### config.mk
export PLATFORM = sky130hd
export DESIGN_NAME = sap_core
export DESIGN_NICKNAME = d
export VERILOG_FILES = /design/src/rtl/sap_core.sv
export SDC_FILE = /design/constraint.sdc
export NUM_CORES = 1
export LEC_CHECK = 0
export BUFFER_PORTS_ARGS = -buffer_cell sky130_fd_sc_hd__buf_2
export CAP_MARGIN = 20
export CORE_MARGIN = 2
export CORE_UTILIZATION = 30
export CTS_BUF_LIST = sky130_fd_sc_hd__clkbuf_2 sky130_fd_sc_hd__clkbuf_4 sky130_fd_sc_hd__clkbuf_8
export CTS_CLUSTER_SIZE = 10
export DETAILED_ROUTE_END_ITERATION = 7
export PLACE_DENSITY_LB_ADDON = 0.3
export SYNTH_ARGS = -nofsm -noshare
export SYNTH_HDL_FRONTEND = slang
export SYNTH_SLANG_ARGS = --single-unit
### constraint.sdc
create_clock -name clk -period 3.6 [get_ports clk]
set_input_delay 0.18 -clock clk [delete_from_list [all_inputs] [get_ports clk]]
set_output_delay 0.18 -clock clk [all_outputs]
set_load 0.1 [all_outputs]
### src/rtl/sap_core.sv
// SAP-style accumulator CPU core: internal RAM, carry/zero flags, conditional jumps, OUT port, program-load port.
// Optional macro SAP_STEP_EN adds a 'step' input for single-instruction execution from IDLE.
module sap_core #(
  parameter int unsigned DATA_W = 8,
  parameter int unsigned ADDR_W = 4
) (
  input  logic              clk,
  input  logic              rst_btn,
  input  logic              clk_en,
  input  logic              run,
`ifdef SAP_STEP_EN
  input  logic              step,
`endif
  input  logic              prog_we,
  input  logic [ADDR_W-1:0] prog_addr,
  input  logic [DATA_W-1:0] prog_data,
  output logic [DATA_W-1:0] out_data,
  output logic              out_valid,
  output logic              halted,
  output logic [ADDR_W-1:0] pc,
  output logic              flag_c,
  output logic              flag_z
);

  localparam int unsigned OPR_W = DATA_W - 4;
  localparam int unsigned DEPTH = 1 << ADDR_W;

  localparam logic [3:0] OP_LDA = 4'h1;
  localparam logic [3:0] OP_ADD = 4'h2;
  localparam logic [3:0] OP_SUB = 4'h3;
  localparam logic [3:0] OP_STA = 4'h4;
  localparam logic [3:0] OP_LDI = 4'h5;
  localparam logic [3:0] OP_JMP = 4'h6;
  localparam logic [3:0] OP_JC  = 4'h7;
  localparam logic [3:0] OP_JZ  = 4'h8;
  localparam logic [3:0] OP_OUT = 4'hE;
  localparam logic [3:0] OP_HLT = 4'hF;

  if (DATA_W < 8 || ADDR_W > DATA_W - 4) begin : g_param_err
    $error("sap_core: need DATA_W >= 8 and ADDR_W <= DATA_W-4");
  end

  typedef enum logic [2:0] {S_IDLE, S_T0, S_T1, S_T2, S_T3, S_HALT} state_t;

  state_t              state, state_n;
  logic [DATA_W-1:0]   mem [DEPTH];
  logic [DATA_W-1:0]   a, a_n, b, b_n, ir, ir_n, out_n;
  logic [ADDR_W-1:0]   mar, mar_n, pc_n;
  logic                c_n, z_n, out_valid_n, halted_n;
  logic [DATA_W:0]     sum;
  logic                start;
  logic [3:0]          op;
  logic [OPR_W-1:0]    operand;
  logic [ADDR_W-1:0]   opr;
  logic                mem_we;
  logic [ADDR_W-1:0]   mem_addr;
  logic [DATA_W-1:0]   mem_wdata;

  assign op      = ir[DATA_W-1 -: 4];
  assign operand = ir[OPR_W-1:0];
  assign opr     = ir[ADDR_W-1:0];

`ifdef SAP_STEP_EN
  assign start = run | step;
`else
  assign start = run;
`endif

  // Next-state and datapath decode
  always_comb begin
    state_n     = state;
    pc_n        = pc;
    a_n         = a;
    b_n         = b;
    mar_n       = mar;
    ir_n        = ir;
    out_n       = out_data;
    c_n         = flag_c;
    z_n         = flag_z;
    out_valid_n = 1'b0;
    halted_n    = halted;
    sum         = '0;
    mem_we      = 1'b0;
    mem_addr    = prog_addr;
    mem_wdata   = prog_data;

    if (prog_we && (state == S_IDLE || state == S_HALT)) begin
      mem_we = 1'b1;
    end

    if (clk_en) begin
      case (state)
        S_IDLE: if (start) state_n = S_T0;
        S_T0: begin
          mar_n   = pc;
          state_n = S_T1;
        end
        S_T1: begin
          ir_n    = mem[mar];
          pc_n    = pc + ADDR_W'(1);
          state_n = S_T2;
        end
        S_T2: begin
          state_n = run ? S_T0 : S_IDLE;
          case (op)
            OP_LDA, OP_ADD, OP_SUB, OP_STA: begin
              mar_n   = opr;
              state_n = S_T3;
            end
            OP_LDI: a_n = DATA_W'(operand);
            OP_JMP: pc_n = opr;
            OP_JC:  if (flag_c) pc_n = opr;
            OP_JZ:  if (flag_z) pc_n = opr;
            OP_OUT: begin
              out_n       = a;
              out_valid_n = 1'b1;
            end
            OP_HLT: begin
              state_n  = S_HALT;
              halted_n = 1'b1;
            end
            default: ;
          endcase
        end
        S_T3: begin
          state_n = run ? S_T0 : S_IDLE;
          case (op)
            OP_LDA: a_n = mem[mar];
            OP_STA: begin
              mem_we    = 1'b1;
              mem_addr  = mar;
              mem_wdata = a;
            end
            OP_ADD: begin
              b_n = mem[mar];
              sum = {1'b0, a} + {1'b0, b_n};
              {c_n, a_n} = sum;
              z_n = (sum[DATA_W-1:0] == '0);
            end
            OP_SUB: begin
              // Two's-complement subtract: carry out = no borrow
              b_n = mem[mar];
              sum = {1'b0, a} + {1'b0, ~b_n} + (DATA_W+1)'(1);
              {c_n, a_n} = sum;
              z_n = (sum[DATA_W-1:0] == '0);
            end
            default: ;
          endcase
        end
        S_HALT: ;
        default: state_n = S_IDLE;
      endcase
    end
  end

  // State and register file
  always_ff @(posedge clk) begin
    if (!rst_btn) begin
      state     <= S_IDLE;
      pc        <= '0;
      a         <= '0;
      b         <= '0;
      mar       <= '0;
      ir        <= '0;
      out_data  <= '0;
      flag_c    <= 1'b0;
      flag_z    <= 1'b0;
      out_valid <= 1'b0;
      halted    <= 1'b0;
    end else begin
      state     <= state_n;
      pc        <= pc_n;
      a         <= a_n;
      b         <= b_n;
      mar       <= mar_n;
      ir        <= ir_n;
      out_data  <= out_n;
      flag_c    <= c_n;
      flag_z    <= z_n;
      out_valid <= out_valid_n;
      halted    <= halted_n;
    end
  end

  // Program/data RAM; contents survive reset, but no write lands during reset
  always_ff @(posedge clk) begin
    if (rst_btn && mem_we) begin
      mem[mem_addr] <= mem_wdata;
    end
  end

endmodule

---- Word level (Yosys, flattened, before mapping) ----
Memory sizes are Yosys's and may differ from the RTL's. A register that Yosys moved wholly into a read port is not among the register bits.
Cells that the tools add are included.
operators by class
  add/subtract/negate cells ............... 4
  eq/ne operators ......................... 22
  multiplexer cells ....................... 30
  bitwise logic cells ..................... 2
  reduce and logical (&&, ||, !) cells .... 20
operators by type and width
  cell                   number
  $mux W4                8
  $mux W8                4
  $pmux W8 S3            1
  $add A8 B8 Y9          2
  $pmux W3 S6            1
  $reduce_and A3 Y1      6
  $eq A4 B3 Y1 const B   4
  $logic_not A8 Y1       2
  $pmux W4 S2            2
  $pmux W8 S2            1
  $eq A4 B4 Y1 const B   3
  $pmux W4 S3            1
  $add A9 B1 Y9 const B  1
  $eq A4 B2 Y1 const B   2
  $mux W1                8
  $not A8 Y8             1
  $reduce_bool A2 Y1     4
  $eq A3 B2 Y1 const B   2
  $eq A3 B3 Y1 const B   2
  $ne A3 B3 Y1 const B   2
  $pmux W3 S2            1
  $reduce_and A5 Y1      1
  $add A4 B1 Y4 const B  1
  $eq A4 B1 Y1 const B   1
  other kinds (14)       17
word-level totals
  bits in registers ....................... 39
  bits in writable memories ............... 128
  bits of input ports ..................... 17
  output and inout port bits .............. 16
  word-level logic and storage cells ...... 89
  memories kept ........................... 1
memories
  memory  words  bits a word  read ports  clocked after Yosys merged registers in  wr ports  RTL line  source
  mem     16     8            1           1                                        1         46        logic [DATA_W-1:0] mem [DEPTH];

---- Logic depth before layout (Yosys ltp) ----
Gate-level depths: netlist (run 1).
  depth in word-level cells ............... 10
  mapped depth ............................ 17
  depth with buffers taken out ............ 15

---- Worst setup path before layout (run 1) ----
No wires, ideal clock.
  kind .................................... register to register
  start point ............................. register with a tool-made name
  end point ............................... register flag_z
  library setup time ...................... 0.087 ns
  data arrival time ....................... 3.233 ns
  required time ........................... 3.513 ns
  slack ................................... 0.279 ns
  stages on the path, launching flop included .. 15
  buffers on the path ..................... 2
  clock period less this slack ............ 3.321 ns
  cells stage by stage .................... dfxtp_1 -> buf_6 -> buf_4 -> mux4_2 -> mux2_2 -> o21ai_1 -> inv_1 -> ha_1 -> fa_1 -> a211o_1 -> a21oi_1 -> o21a_1 -> xor2_1 -> nand2b_1 -> o31ai_1
RTL lines
  item                    RTL line  source
  end signal: assignment  179       flag_z <= z_n;
  end: declaration        22        output logic flag_z

==> impl_metrics.tcl, run 1 <==
set metrics [dict create \
    grt_pass1_vias 5231 \
    finalNonFillerCells 1008 \
    wl_mm 19.30 \
    fin_ws_ns 0.2331 \
    cp_max_fo 14 \
    cts.sinks 171 \
    hp-class "primary input to flop" \
    synth_ff_type "edfxtp_1" \
    fmax_mhz 297.0 \
    syn_avg_cell_area_um2 13.10 \
    crit_path_start_kind "flop" \
    ios 33 \
    cts_buffer_depth 2 \
    synth_nets 641 \
    htreeDepth 4 \
    run_status "completed" \
    grt_setup_unrepaired "no" \
    worstPathCellList "buf_12, mux4_2, mux2_2, o21ai_1, inv_1, ha_1, fa_1, a211o_1, a21oi_1, o21a_1, xor2_1, nand2b_1, o31ai_1" \
    diodes 0 \
    register_area_um2 4706 \
    p_leak_nw 3.130 \
    peakVddDrop_mv 0.2580 \
    drtIter0Drc 429 \
    syn_area_um2 7914 \
    finalCriticalPeriod_ns 3.367 \
    num-nets-final 697 \
    start_util 0.3046 \
    root_buffer "clkbuf_8" \
    cap_violations 0 \
    dieArea_um2 27690 \
    post_drt_via_cell_ratio 5.022 \
    die_h_um 166.4 \
    place.gp.congestion 0.8685 \
    rr_worst_depth 13 \
    place_ws_ns 0.1514 \
    slew_violations 0 \
    combPwrFrac 0.051 \
    power.share.switching 0.2179 \
    tightest_slew_ns 0.6248 \
    fin_worst_hold_slack_ns 0.03857 \
    multi_input_area_um2 2948 \
    synth_seq_cells 171 \
    area_delta_synth_final_pct 15.91 \
    nFillCells 2501 \
    antenna_found_initial 0 \
    pwr-share-clk 0.414 \
    whs_path_depth 2 \
    insertion_delay_ns 0.45 \
    clk_pin_slew_ns 0.10 \
    p_switching_mw 0.8700 \
    crit_type "flop to flop" \
    power.density_nw_per_um2 435.4 \
    antenna_left 0 \
    post_drt_wl_per_cell_um 19.15 \
    crit_arrival_ns 3.73 \
    power.internal_mw 3.123 \
    ys_warn_count 0 \
    finalSetupViolCount 0 \
    hpwl_mm 13.56 \
    ys_async_sr_fraction 0 \
    grt_pass1_wl_mm 29.67 \
    cts_buffers 17 \
    layout-drive-gt1-share 0.2363 \
    finalCritPeriodShare 0.9353 \
    post_cts_buffers 0 \
    utilization 0.3530 \
    grt_max_degree 28 \
    fin_skew_ns 0.01501 \
    numPortBuffers 32 \
    track_usage 0.1401 \
    core.rowCount 59 \
    yosysSeqAreaShare 0.5945 \
    dp.cells 976 \
    die_w_um 166.4 \
    firstDrtPassIters 4 \
    cp_slowest_stage_delay_ns 0.51 \
    crit_slowest_cell "mux4_2" \
    core_area_um2 25980 \
    finalSetupTns_ns 0 \
    cp-end-kind "flop" \
    slew_headroom 0.5803 \
    num_vias 5062 \
    worstPathRequired_ns 3.96 \
    drc 0 \
    synth_edf_count 128 \
    cts_tree "done" \
    finalPower_mw 3.993 \
    grt_overflow 0 \
    synth_cell_types 63 \
    synthCells 604 \
    design_area_um2 9173 \
    timing.final.hold_violations 0 \
    seqPwrFrac 0.536 \
    dpl_cell_area_um2 8671 \
]
-- what timing repair did --
| item | 4_1_cts | 5_1_grt |
|---|---|---|
| gates resized for setup | 0 | 2 |
| hold buffers | 0 | 0 |
| endpoints found under the setup margin | 0 | 3 |
-- flip-flops by register name, indices dropped and copies added, names as in the netlist, 3 cells and up, named ones only --
| name | flops |
|---|---|
| mem | 128 |
| a | 8 |
| ir | 8 |
| out_data | 8 |
| mar | 4 |
| pc | 4 |
| state | 3 |
-- worst paths after layout --
kind / from / to / slack (ns)
max: flop / flag_z / 0.23
min: clk_en / state[0] / 0.04
max reg2reg: flop / flag_z / 0.23
min reg2reg: ir[4] / ir[4] / 0.48
-- critical path: cells and delay by family, from the launching register on --
kind / cells / cell delay (ns)
adder cells (fa/ha/maj): 2 / 0.65
buffers and inverters: 2 / 0.27
XOR/XNOR: 1 / 0.08
AO/OA/AOI/OAI: 5 / 0.99
AND/OR/NAND/NOR: 1 / 0.14
flip-flops: 1 / 0.39
multiplexers: 2 / 0.78
-- per-layer routing --
metal | vias up | part of all wire | track usage
met2 | 126 | 0.52 | 0.2503
met5 | - | 0 | 0
met3 | 30 | 0.040 | 0.03398
met4 | 0 | 0.021 | 0.04460
met1 | 2537 | 0.42 | 0.1661
li1 | 2369 | - | -
-- final cells by class --
type | count | area share
timing repair buffer | 71 | 0.05484
multi-input combinational | 372 | 0.3214
clock buffer | 17 | 0.02551
tap | 335 | 0.04570
clock inverter | 15 | 0.02851
inverter | 27 | 0.01105
sequential | 171 | 0.5130
-- Yosys cell counts (8+ instances only) --
library cell  instances  area share
nor2_1               52       0.025
buf_2                10      0.0063
dfxtp_1              43        0.11
mux4_2               36        0.10
o21ai_0              21       0.013
mux2i_1              17       0.022
nand2_1              53       0.025
ha_1                 18       0.028
a21oi_1              32       0.020
nand3_1               8      0.0051
o21ai_1               8      0.0051
clkbuf_1             17      0.0081
a31oi_1               8      0.0063
mux2_2               11       0.016
xnor2_1              10       0.011
nor2b_1              13       0.010
edfxtp_1            128        0.49
inv_1                25       0.012
-- layout by cell type (no fill, tap or decap), types with 5 or more instances in the layout --
cell type,instances
and2_1,6
edfxtp_1,128
buf_4,35
nand2b_1,7
buf_2,32
o21ai_0,20
mux2i_1,17
nand2_1,53
nand4_1,6
o21ai_1,9
mux4_2,36
nor2_1,52
bufinv_16,6
ha_1,18
nor3_1,6
dfxtp_1,42
clkbuf_8,17
a21oi_1,32
o211ai_1,5
a31oi_1,8
nor2b_1,13
inv_1,25
nand3_1,8
xnor2_1,10
mux2_2,11
-- power groups by stage --
| stage | Sequential, mW | Combinational (mW) | Clock (mW) |
|---|---|---|---|
| floorplan | 2.18 | 0.137 | 0 |
| global placement | 2.18 | 0.200 | 0 |
| detailed placement | 2.18 | 0.204 | 0 |
| CTS | 2.14 | 0.205 | 1.69 |
| global route | 2.14 | 0.221 | 1.76 |
| finish | 2.14 | 0.202 | 1.65 |
-- cell families after synthesis --
group	Yosys count	share of synthesized area
xor gates and xnor gates	13	0.01439
buffers and inverters	61	0.03446
and+or+nand+nor	168	0.09945
AOI/OAI and AO/OA	107	0.08411
DFF	171	0.5945
muxes	64	0.1396
adders and majority gates	20	0.03352
(Power assumes the default switching activity.)
==> run 2, diff against run 1 <==
ABC_AREA = 1   (was default)
==> run 2 against run 1 <==
  * Clock power down 21%
  * Worst hold slack better by 0.070 ns
  * Total power down 2.4%
  * Flip-flop and latch count unchanged
  * Critical path depth down 3
  * Sequential power about the same
  * Count of clock-buffer cells in the layout unchanged
  * Cell count up 32%
  * Via count up 29%
  * Maximum frequency up 6.6%
  * Global-route usage up 2.2 points
  * Cell area up 0.59%
  * Largest power group unchanged
==> impl_metrics.tcl, run 2 <==
set metrics [dict create \
    largest_reg_flops 128 \
    finalSetupTns_ns 0 \
    synth_nets 984 \
    ys_warn_count 0 \
    layout-drive-gt1-share 0.09596 \
    synth_seq_cells 171 \
    power.density_nw_per_um2 422.3 \
    pwr-share-clk 0.336 \
    ios 33 \
    track_usage 0.1621 \
    synth_area_leader_cell "edfxtp_1" \
    diodes 0 \
    power.internal_mw 2.816 \
    cap_violations 0 \
    power.share.switching 0.2772 \
    cts_buffers 17 \
    synth_ff_type "edfxtp_1" \
    syn_area_um2 8297 \
    netlist.area_leader.share 0.4633 \
    dieArea_um2 29000 \
    yosysSeqAreaShare 0.5670 \
    htreeDepth 4 \
    timing.final.hold_violations 0 \
    crit_slowest_cell "nor2_1" \
    p_leak_nw 3.796 \
    grt_overflow 0 \
    finalSetupViolCount 0 \
    slew_violations 0 \
    p_switching_mw 1.080 \
    grt_pass1_vias 6316 \
    synth_area_leaders "edfxtp_1, nand2_1, dfxtp_1" \
    antenna_left 0 \
    area_delta_synth_final_pct 11.20 \
    start_util 0.3070 \
    root_buffer "clkbuf_8" \
    fmax_mhz 316.7 \
    cp_max_fo 14 \
    dpl_cell_area_um2 8847 \
    grt_max_degree 81 \
    seqPwrFrac 0.551 \
    run_status "completed" \
    numPortBuffers 32 \
    cts.sinks 171 \
    finalCriticalPeriod_ns 3.157 \
    path_delay_family "simple AND/OR/NAND/NOR gates" \
    clk_pin_slew_ns 0.09 \
    num-nets-final 1015 \
    hpwl_mm 15.78 \
    design_area_um2 9226 \
    finalCritPeriodShare 0.8770 \
    fin_worst_hold_slack_ns 0.1083 \
    grt_pass1_wl_mm 35.52 \
    grt_setup_unrepaired "no" \
    peakVddDrop_mv 0.2407 \
    synth.top_cells.by_count "nand2_1, edfxtp_1, nor2_1" \
    cts_tree "done" \
    cts_buffer_depth 2 \
    final_cell_mix "nand2_1, edfxtp_1, nor2_1" \
    insertion_delay_ns 0.47 \
    ctsHoldBuffers 0 \
    core_area_um2 27030 \
    hp-class "primary input to flop" \
    combPwrFrac 0.113 \
    syn_avg_cell_area_um2 8.761 \
    post_drt_via_cell_ratio 4.924 \
    worstPathRequired_ns 3.69 \
    cp-end-kind "flop" \
    critical_path_buf_inv_count 2 \
    slew_headroom 0.4590 \
    post_drt_wl_per_cell_um 16.97 \
    synthCells 947 \
    ys_async_sr_fraction 0 \
    wl_mm 22.58 \
    fin_skew_ns 0.01346 \
    crit_arrival_ns 3.25 \
    drc 0 \
    core.rowCount 60 \
    synth_edf_count 128 \
    top_register "mem" \
    synth_cell_types 38 \
    crit_type "flop to flop" \
    synth.most_common_cell "nand2_1" \
    antenna_found_initial 0 \
    tightest_slew_ns 0.8095 \
    die_h_um 170.3 \
    worstPathCellList "nor2_2, nand2_2, nor2_4, inv_2, nor2_4, inv_2, or2_0, o21ai_0, nand2_1, nor2_1" \
    final_common_cell "nand2_1" \
    crit_path_start_kind "flop" \
    place.gp.congestion 0.9556 \
    drtIter0Drc 544 \
    die_w_um 170.3 \
    num_vias 6554 \
    firstDrtPassIters 6 \
    cp_slowest_stage_delay_ns 0.67 \
]
==> run 2: final timing paths <==
check / depth (start not counted) / slack [ns] / from / end
setup / recovery: 10 / 0.44 / state[0] / mem[2][7]
hold / removal: 5 / 0.11 / clk_en / state[0]
setup reg to reg: 10 / 0.44 / state[0] / mem[2][7]
hold reg to reg: 2 / 0.46 / halted / halted
==> run 2: area by class of cell <==
type	instances	area, um2
fillers	2808	17800
flip-flops and latches	171	4706
multi-input cells	631	3008
well taps	341	426.7
inverters	109	411.6
repair buffers	48	305.3
clock buffers	17	234.0
clock inverters	14	135.1
==> run 2: through the flow <==
stage               worst slack, ns  cells    util  power (mW)
floorplan                    0.9723    947       -       2.484
global placement             0.3132   1299  0.3274       2.627
detailed placement           0.3475   1299  0.3274       2.627
CTS                          0.3081   1330  0.3410       3.933
global route                0.04144   1331  0.3414       4.050
finish                       0.4428   1331  0.3414       3.896
==> run 2: tightest hold or removal path, delay by kind of cell <==
family	cells	cell delay (ns)
buf+inv	1	0.12
simple gates	3	0.18
compound gates	1	0.05
==> run 2: cells by family (layout without fill, tap and decap cells) <==
family / count (synthesis) / after routing / share of synthesized area
AOI/OAI and AO/OA: 139 / 139 / 0.09275
xor gates and xnor gates: 4 / 4 / 0.004223
adders and majority gates: 20 / 20 / 0.03197
buffers and inverters: 145 / 188 / 0.07043
DFF: 171 / 171 / 0.5670
and+or+nand+nor: 468 / 468 / 0.2336
==> run 2: power by group through the flow <==
stage,sequential [mW],clock [mW],combinational [mW]
finish,2.15,1.31,0.440
global route,2.15,1.41,0.493
CTS,2.15,1.35,0.438
detailed placement,2.19,0,0.436
global placement,2.19,0,0.437
floorplan,2.19,0,0.294
==> run 2: per-layer routing <==
metal | vias to the layer above | global-route usage | routed length [um]
li1 | 3193 | - | -
met1 | 3147 | 0.2184 | 10440
met2 | 183 | 0.2637 | 10410
met3 | 31 | 0.03209 | 1301
met4 | 0 | 0.04905 | 433
met5 | - | 0 | 0
==> run 2: timing repair <==
| item | CTS | global route |
|---|---|---|
| gates resized for setup | 0 | 2 |
| setup endpoints to repair | 0 | 4 |
| buffers inserted | 0 | 0 |
==> run 3, diff against run 2 <==
CTS_BUF_LIST = default   (was sky130_fd_sc_hd__clkbuf_2 sky130_fd_sc_hd__clkbuf_4 sky130_fd_sc_hd__clkbuf_8)
==> run 3 against run 2 <==
  * Critical path depth did not move
  * Wire length up 0.23%
  * Clock power is 35% higher
  * Largest cell class unchanged
  * Highest routed layer unchanged
==> impl_metrics.tcl, run 3 (synthesis gave the netlist of run 2 again) <==
set metrics [dict create \
    run_status "completed" \
    layout-drive-gt1-share 0.09596 \
    htreeDepth 4 \
    num-nets-final 1015 \
    top_register "mem" \
    peakVddDrop_mv 0.3464 \
    cts_tree "done" \
    whs_path_depth 5 \
    largest_reg_flops 128 \
    hp-start "clk_en" \
    post_drt_wl_per_cell_um 17.01 \
    antenna_found_initial 0 \
    p_leak_nw 3.883 \
    hpwl_mm 15.78 \
    cts.sinks 171 \
    drc 0 \
    holdPathEnd "state[0]" \
    numPortBuffers 32 \
    tightest_slew_ns 0.8191 \
    slew_violations 0 \
    place.gp.congestion 0.9556 \
    wl_mm 22.63 \
    grt_pass1_vias 6335 \
    finalCriticalPeriod_ns 3.146 \
    rr_worst_depth 10 \
    place_ws_ns 0.3475 \
    finalCritPeriodShare 0.8738 \
    crit_arrival_ns 3.20 \
    cap_violations 0 \
    crit_path_start_kind "flop" \
    cp_max_fo 14 \
    firstDrtPassIters 5 \
    antenna_left 0 \
    grt_max_degree 81 \
    die_w_um 170.3 \
    root_buffer "clkbuf_16" \
    cts_buffer_depth 2 \
    timing.final.hold_violations 0 \
    final_cell_mix "nand2_1, edfxtp_1, nor2_1" \
    grt_pass1_wl_mm 35.57 \
    ios 33 \
    grt_overflow 0 \
    ctsHoldBuffers 0 \
    post_drt_via_cell_ratio 4.914 \
    dieArea_um2 29000 \
    cp-end-kind "flop" \
    r2r_slack_ns 0.45 \
    grt_setup_unrepaired "no" \
    finalSetupViolCount 0 \
    diodes 0 \
    rr_endpoint "mem[2][5]" \
    fin_skew_ns 0.008286 \
    power.density_nw_per_um2 462.7 \
    core_area_um2 27030 \
    track_usage 0.1624 \
    r2r_start "state[0]" \
    final_common_cell "nand2_1" \
    clk_pin_slew_ns 0.07 \
    fin_ws_ns 0.4543 \
    crit_type "flop to flop" \
    fmax_mhz 317.9 \
    slew_headroom 0.4519 \
    hp-class "primary input to flop" \
    drtIter0Drc 520 \
    worstPathRequired_ns 3.66 \
    area_delta_synth_final_pct 13.51 \
    finalSetupTns_ns 0 \
    core.rowCount 60 \
    insertion_delay_ns 0.43 \
    die_h_um 170.3 \
    cts_buffers 17 \
    start_util 0.3070 \
    num_vias 6541 \
]
## run 3: cell counts in the layout (fill, tap and decap cells not counted)
No cell type changed its count.
## run 3: layer usage
| metal | part of all wire | track usage |
|---|---|---|
| met1 | 0.47 | 0.2192 |
| met2 | 0.46 | 0.2633 |
| met3 | 0.051 | 0.02860 |
| met4 | 0.022 | 0.05574 |
| met5 | 0 | 0 |
## run 3: area by class of cell
class / instances / area [um2]
Tap cell: 341 / 426.7
Inverter: 109 / 411.6
Clock inverter: 14 / 135.1
Fill cell: 2790 / 17610
Multi-Input combinational cell: 631 / 3008
Clock buffer: 17 / 425.4
Timing Repair Buffer: 48 / 305.3
Sequential cell: 171 / 4706
## run 3: power breakdown
| group | internal, mW | switching (mW) | total (mW) |
|---|---|---|---|
| registers | 2.14 | 0.0126 | 2.15 |
| clock network | 0.964 | 0.806 | 1.77 |
| logic | 0.124 | 0.316 | 0.441 |
| total | 3.22 | 1.13 | 4.36 |
## run 3: critical path, cell delays in order (launching register included)
cell and delay (ns):
dfxtp_1 0.35, nor2_2 0.15, nand2_2 0.15, nor2_4 0.13, inv_2 0.07, nor2_4 0.32
inv_2 0.23, or2_0 0.24, o21ai_0 0.21, nand2_1 0.23, nor2_1 0.69
## run 3: what timing repair did
item	4_1_cts	5_1_grt
gates resized for setup	0	2
buffers inserted	0	0
setup endpoints to repair	0	4
## run 3: worst max-delay path by stage
stage,from,endpoint
after floorplan,flop,a[6]
after global placement,flop,flag_z
after detailed placement,flop,flag_z
after CTS,flop,flag_z
after global routing,flop,flag_z
final,state[0],mem[2][5]
## run 3: stage by stage
stage | cell area [um2] | instances | power, mW | hold WS, ns | util
after global placement | 8847 | 1299 | 2.627 | 0.4387 | 0.3274
after floorplan | 8297 | 947 | 2.484 | 0.4214 | -
after global routing | 9418 | 1331 | 4.519 | 0.1543 | 0.3485
after detailed placement | 8847 | 1299 | 2.627 | 0.4435 | 0.3274
after CTS | 9408 | 1330 | 4.400 | 0.1267 | 0.3481
final | 9418 | 1331 | 4.357 | 0.1419 | 0.3485
